`config.mk`:
```
export PLATFORM = sky130hd
export DESIGN_NAME = fwd_hazard_scoreboard
export DESIGN_NICKNAME = d
export VERILOG_FILES = /design/src/rtl/fwd_hazard_scoreboard.sv
export SDC_FILE = /design/constraint.sdc
export NUM_CORES = 1
export LEC_CHECK = 0
export ABC_AREA = 1
export CAP_MARGIN = 20
export CORE_MARGIN = 1.5
export CORE_UTILIZATION = 46
export CTS_BUF_LIST = sky130_fd_sc_hd__clkbuf_8 sky130_fd_sc_hd__clkbuf_16
export DETAILED_ROUTE_END_ITERATION = 7
export GPL_TIMING_DRIVEN = 0
export PLACE_DENSITY = 0.92
export SLEW_MARGIN = 20
export SYNTH_ARGS = -nofsm -noshare
export SYNTH_HDL_FRONTEND = slang
export SYNTH_SLANG_ARGS = --single-unit
```
`constraint.sdc`:
```
create_clock -name clk -period 1.6 [get_ports clk]
set_input_delay 0.48 -clock clk [delete_from_list [all_inputs] [get_ports clk]]
set_output_delay 0.48 -clock clk [all_outputs]
set_load 0.05 [all_outputs]
```
`src/rtl/fwd_hazard_scoreboard.sv`:
```
// fwd_hazard_scoreboard
//
// Purpose:
//   Forwarding and load-use hazard unit for an in-order pipeline.
//   Destination registers of in-flight instructions are tracked in a
//   shift-register scoreboard that mirrors EX..WB:
//     - entry 0 is EX
//     - entry NSTAGES-1 is WB
//   For every source operand in ID the unit names the youngest stage
//   holding the value. When a load in EX feeds ID, the unit stalls ID
//   and inserts a bubble.
//
// Ports:
//   clk          pipeline clock
//   reset        asynchronous, active-high reset
//   id_valid     ID instruction is real (not a bubble)
//   id_dest      ID destination register
//   id_regwr     ID instruction writes a register
//   id_isload    ID instruction is a load
//   id_src       packed source indices; port p at [p*REGW +: REGW]
//   id_src_used  port p actually reads its source
//   stall_ext    external freeze; the whole scoreboard holds
//   flush        kill the ID instruction
//   fwd_sel      per-port select code:
//                  0   = register file
//                  k   = result of entry k-1
//   hz_stall     load-use stall request to PC/IFID
//   stall_cnt    hazard-stall cycle counter
//
// Optional feature:
//   Define FWD_HAZARD_PERFCNT_EN to build a saturating stall counter.
//   Without it, stall_cnt is tied to 0.
module fwd_hazard_scoreboard #(
  parameter int NPORTS  = 2,
  parameter int NSTAGES = 3,
  parameter int REGW    = 5,
  parameter int FSEL_W  = 2
) (
  input  logic                     clk,
  input  logic                     reset,
  input  logic                     id_valid,
  input  logic [REGW-1:0]          id_dest,
  input  logic                     id_regwr,
  input  logic                     id_isload,
  input  logic [NPORTS*REGW-1:0]   id_src,
  input  logic [NPORTS-1:0]        id_src_used,
  input  logic                     stall_ext,
  input  logic                     flush,
  output logic [NPORTS*FSEL_W-1:0] fwd_sel,
  output logic                     hz_stall,
  output logic [31:0]              stall_cnt
);

  logic [NSTAGES-1:0]           sb_v;
  logic [NSTAGES-1:0]           sb_regwr;
  logic [NSTAGES-1:0][REGW-1:0] sb_dest;
  // Only the EX entry needs the load flag. Once a load has moved past EX,
  // its data is forwardable and it can no longer cause a stall.
  logic                         sb_isload0;

  logic [NPORTS-1:0][NSTAGES-1:0] match;
  logic [NPORTS-1:0]              hit_ex;

  // Match matrix for every (port, entry) pair.
  // A valid writer of r0 never matches, so register 0 always reads the
  // register file.
  always_comb begin
    match = '0;
    for (int p = 0; p < NPORTS; p++) begin
      for (int k = 0; k < NSTAGES; k++) begin
        match[p][k] = sb_v[k] && sb_regwr[k] && (sb_dest[k] != '0) &&
                      (sb_dest[k] == id_src[p*REGW +: REGW]) &&
                      id_src_used[p] && id_valid;
      end
    end
  end

  // Priority select per port.
  // Entries are scanned oldest to youngest, so the lowest matching index
  // (the youngest producer) is the last to write and therefore wins.
  always_comb begin
    fwd_sel = '0;
    hit_ex  = '0;
    for (int p = 0; p < NPORTS; p++) begin
      for (int k = NSTAGES - 1; k >= 0; k--) begin
        if (match[p][k]) begin
          fwd_sel[p*FSEL_W +: FSEL_W] = FSEL_W'(k + 1);
        end
      end
      hit_ex[p] = match[p][0];
    end
  end

  // An entry-0 match is always the youngest match, so a load in EX that
  // feeds any port is a load-use hazard.
  // A flushed ID instruction is discarded anyway, so it never stalls.
  assign hz_stall = !flush && sb_isload0 && (|hit_ex);

  // Scoreboard shift register.
  // An external freeze holds everything. Otherwise the entries advance
  // one stage, and EX receives either the ID instruction or a bubble
  // (when it is flushed or held back by a load-use stall).
  always_ff @(posedge clk or posedge reset) begin
    if (reset) begin
      sb_v       <= '0;
      sb_regwr   <= '0;
      sb_dest    <= '0;
      sb_isload0 <= 1'b0;
    end else if (!stall_ext) begin
      for (int k = NSTAGES - 1; k > 0; k--) begin
        sb_v[k]     <= sb_v[k-1];
        sb_regwr[k] <= sb_regwr[k-1];
        sb_dest[k]  <= sb_dest[k-1];
      end
      if (flush || hz_stall) begin
        sb_v[0]     <= 1'b0;
        sb_regwr[0] <= 1'b0;
        sb_dest[0]  <= '0;
        sb_isload0  <= 1'b0;
      end else begin
        sb_v[0]     <= id_valid;
        sb_regwr[0] <= id_regwr;
        sb_dest[0]  <= id_dest;
        sb_isload0  <= id_isload;
      end
    end
  end

`ifdef FWD_HAZARD_PERFCNT_EN
  logic [31:0] cnt_q;

  // Counts cycles actually lost to load-use bubbles.
  // Frozen cycles are not counted, and the count saturates instead of
  // wrapping.
  always_ff @(posedge clk or posedge reset) begin
    if (reset) begin
      cnt_q <= '0;
    end else if (hz_stall && !stall_ext && (cnt_q != 32'hFFFF_FFFF)) begin
      cnt_q <= cnt_q + 32'd1;
    end
  end

  assign stall_cnt = cnt_q;
`else
  assign stall_cnt = '0;
`endif

endmodule

```
==> impl_metrics.yaml <==
grt:
  grt_usage: 0.225
  grt_pass1_wl_um: 7480
  grt_overflow: 0
  antenna_found_initial: 0
  grt_pass1_vias: 1702
  grt_max_degree: 23
power:
  seqPwrFrac: 0.384
  peakVddDrop_mv: 0.447
  pwr-share-clk: 0.230
  combPwrFrac: 0.387
  p_leak_uw: 0.00142
  p_sw_uw: 700
  swShare: 0.391
  power_density_nw_per_um2: 676
  internal_power_uw: 1090
detailed_routing:
  drt-vias-per-instance: 4.59
  post_drt_wl_per_cell_um: 11.9
  drtPass1Iterations: 4
  routed_wl_um: 4780
  drc: 0
  postRouteAntennaNets: 0
  drtIter0Drc: 106
  vias: 1845
logic_synthesis:
  synth_top_area_share: 0.300
  synth_area_leader_cell: "dfrtp_1"
  yosysSeqAreaShare: 0.300
  synth_area_leaders: "dfrtp_1, nand2_1, buf_4, inv_1, nand3_1"
  synthesis.area_sq_um: 1830
  yosysMostFrequentCell: "nand2_1"
  synthArstFlopShare: 1.00
  synth_seq_cells: 22
  netlist_top_cells_count: "nand2_1, inv_1, buf_4"
  synth_edf_count: 0
  syn_area_per_cell_sq_um: 6.57
  yosys.cell_types.count: 26
  synthCells: 279
  ys_warn_count: 0
  synth_ff_type: "dfrtp_1"
cts:
  clock_tree.buffer_depth: 2
  clock_sinks: 22
  cts_inserted_buffers: 3
  root_buffer: "clkbuf_8"
  clk_pin_slew_ps: 80
  cts_hold_buf: 0
  htreeDepth: 1
  cts_tree: "built"
  clk_latency_ps: 270
floorplanning:
  dieArea_sq_um: 4380
  ios: 61
  core-area_sq_um: 3740
  fp-row-count: 22
  die_w_um: 66.1
  die_y_um: 66.1
  start_util: 0.490
worst_setup_path:
  endpoint: "fwd_sel[1]"
  startpoint_type: "flop"
  critPathKind: "flop to output port"
  critPathMaxStageDelay_ps: 460
  crit_cells: 6
  slowest_stage: "dfrtp_2"
  r2r-start: "sb_dest[1]$_DFFE_PP0N_"
  cp_num_buf_inv: 2
  rr_endpoint: "sb_dest[3]$_DFFE_PP0N_"
  crit_path_start: "sb_dest[6]$_DFFE_PP0N_"
  ff2ff_path_depth: 9
  cpLargestDelayFamily: "flip-flops"
  crit_arrival_ps: 1680
  crit_chain: "buf_6, xor2_2, nor3_4, nand3_2, a21boi_4, buf_6"
  crit_path_max_fanout: 6
  cp_data_required_time_ps: 1120
  endpoint_kind: "output port"
  r2r_slack_ps: 110
  crit_top_cell: "buf_6"
sta:
  hold_viol: 0
  min_period_ps: 2160
  rsz0062_at_grt: "yes"
  setup_viol: 5
  fmax_ghz: 0.464
  slew_viol_final: 0
  fin_skew_ps: 1.24
  finalCritPeriodShare: 1.35
  slew_headroom: 0.428
  worst_slack_ps: -555
  holdWs_ps: 500
  tightest_slew_ps: 857
cells_and_area:
  utilization: 0.708
  final_nets: 379
  drive_gt1_frac: 0.345
  diodes: 0
  stdcell_count: 402
  areaGrowthSynthToFinish_pct: 44.4
min_path:
  min_path_type: "flop to flop"
place:
  place.gp.congestion: 0.919
  dpl_worst_slack_ps: -1710
  dp_hpwl_um: 3430
  dp_cells: 385
  io_buffers: 27
outcome:
  status: "finished with violations"
  violations: "setup timing"
run:
  drv_cap: 0
worst min path at each step:
stage / cells past startpoint / end / slack (ps) / from
2_1_floorplan: 2 / sb_isload0$_DFFE_PP0N_ / 450 / sb_isload0$_DFFE_PP0N_
3_3_place_gp: 2 / sb_isload0$_DFFE_PP0N_ / 460 / sb_isload0$_DFFE_PP0N_
3_5_place_dp: 2 / sb_isload0$_DFFE_PP0N_ / 480 / sb_isload0$_DFFE_PP0N_
4_1_cts: 2 / sb_isload0$_DFFE_PP0N_ / 500 / sb_isload0$_DFFE_PP0N_
5_1_grt: 2 / sb_v[0]$_DFFE_PP0N_ / 530 / sb_v[0]$_DFFE_PP0N_
6_report: 2 / sb_isload0$_DFFE_PP0N_ / 500 / sb_isload0$_DFFE_PP0N_
kinds of logic (layout without fill, tap and decap cells):
| group | after synthesis | after routing | share of synthesized area |
|---|---|---|---|
| flops | 22 | 22 | 0.300 |
| other cells | 1 | 32 | 0.00204 |
| compound gates | 24 | 24 | 0.0716 |
| simple gates | 144 | 144 | 0.353 |
| buf+inv | 78 | 122 | 0.226 |
| xor+xnor | 10 | 10 | 0.0477 |
registers in the layout (all words and copies together), names as in the netlist:
register and count:
sb_isload0 1, sb_regwr 3, sb_v 3, sb_dest 15
worst min-delay path, stage by stage (launching register included):
cell	delay, ps
dfrtp_1	350
nand2_1	50
nand2_1	60
per-stage QoR:
step                TNS (ps)  total power [uW]  instance area, sq um
CTS                    -2550              1740                  2560
finish                 -2560              1790                  2650
detailed placement    -13000              1310                  2410
global placement      -12490              1300                  2410
floorplan               -690              1160                  2080
global route           -3080              1880                  2650
power by group through the flow:
stage          clock [uW]  sequential [uW]  combinational, uW
2_1_floorplan           0              673                488
4_1_cts               418              683                639
5_1_grt               441              693                751
3_5_place_dp            0              690                620
6_report              411              687                693
3_3_place_gp            0              687                610
layout by cell type, fill, tap and decap left out, types with 2 or more instances in the layout:
cell             Yosys  layout
nand2_1             76      73
buf_4               32      43
conb_1               1      32
inv_1               33      30
nor2_1              26      25
nand3_1             22      16
dfrtp_1             22      16
o21ai_0             14      13
nand3_2              4      10
clkdlybuf4s50_1      0       9
inv_2                7       8
buf_2                1       6
dfrtp_2              0       6
clkdlybuf4s15_2      0       5
nand2_2              3       4
a21oi_2              0       4
nor2_2               3       4
xor2_1               5       4
clkbuf_1             4       4
nor3_2               1       4
clkbuf_8             0       4
buf_6                0       4
nand4_1              3       3
buf_8                0       3
nor3_4               1       2
nand2_4              1       2
a21oi_1              6       2
xnor2_4              0       2
xnor2_2              0       2
a21boi_4             0       2
clkdlybuf4s15_1      0       2
layer usage:
| layer | vias up | part of all wire | GRT usage |
|---|---|---|---|
| met5 | - | 0 | 0 |
| li1 | 947 | - | - |
| met1 | 805 | 0.40 | 0.278 |
| met2 | 84 | 0.51 | 0.389 |
| met4 | 0 | 0.018 | 0.0867 |
| met3 | 9 | 0.071 | 0.0392 |
cell type report:
| type | count | area (sq um) |
|---|---|---|
| Buffer | 37 | 260 |
| Clock buffer | 4 | 55.1 |
| Fill cell | 303 | 1090 |
| Inverter | 41 | 166 |
| Multi-Input combinational cell | 210 | 1180 |
| Sequential cell | 22 | 558 |
| Tap cell | 48 | 60.1 |
| Timing Repair Buffer | 40 | 369 |
repair_timing:
item | in CTS | in global routing
endpoints found under the setup margin | 13 | 13
resized for setup | 94 | 14
endpoints found under the hold margin | 0 | 0
pin swaps | 20 | 22
setup buffers | 7 | 7
Power figures use the tool's default switching activity.
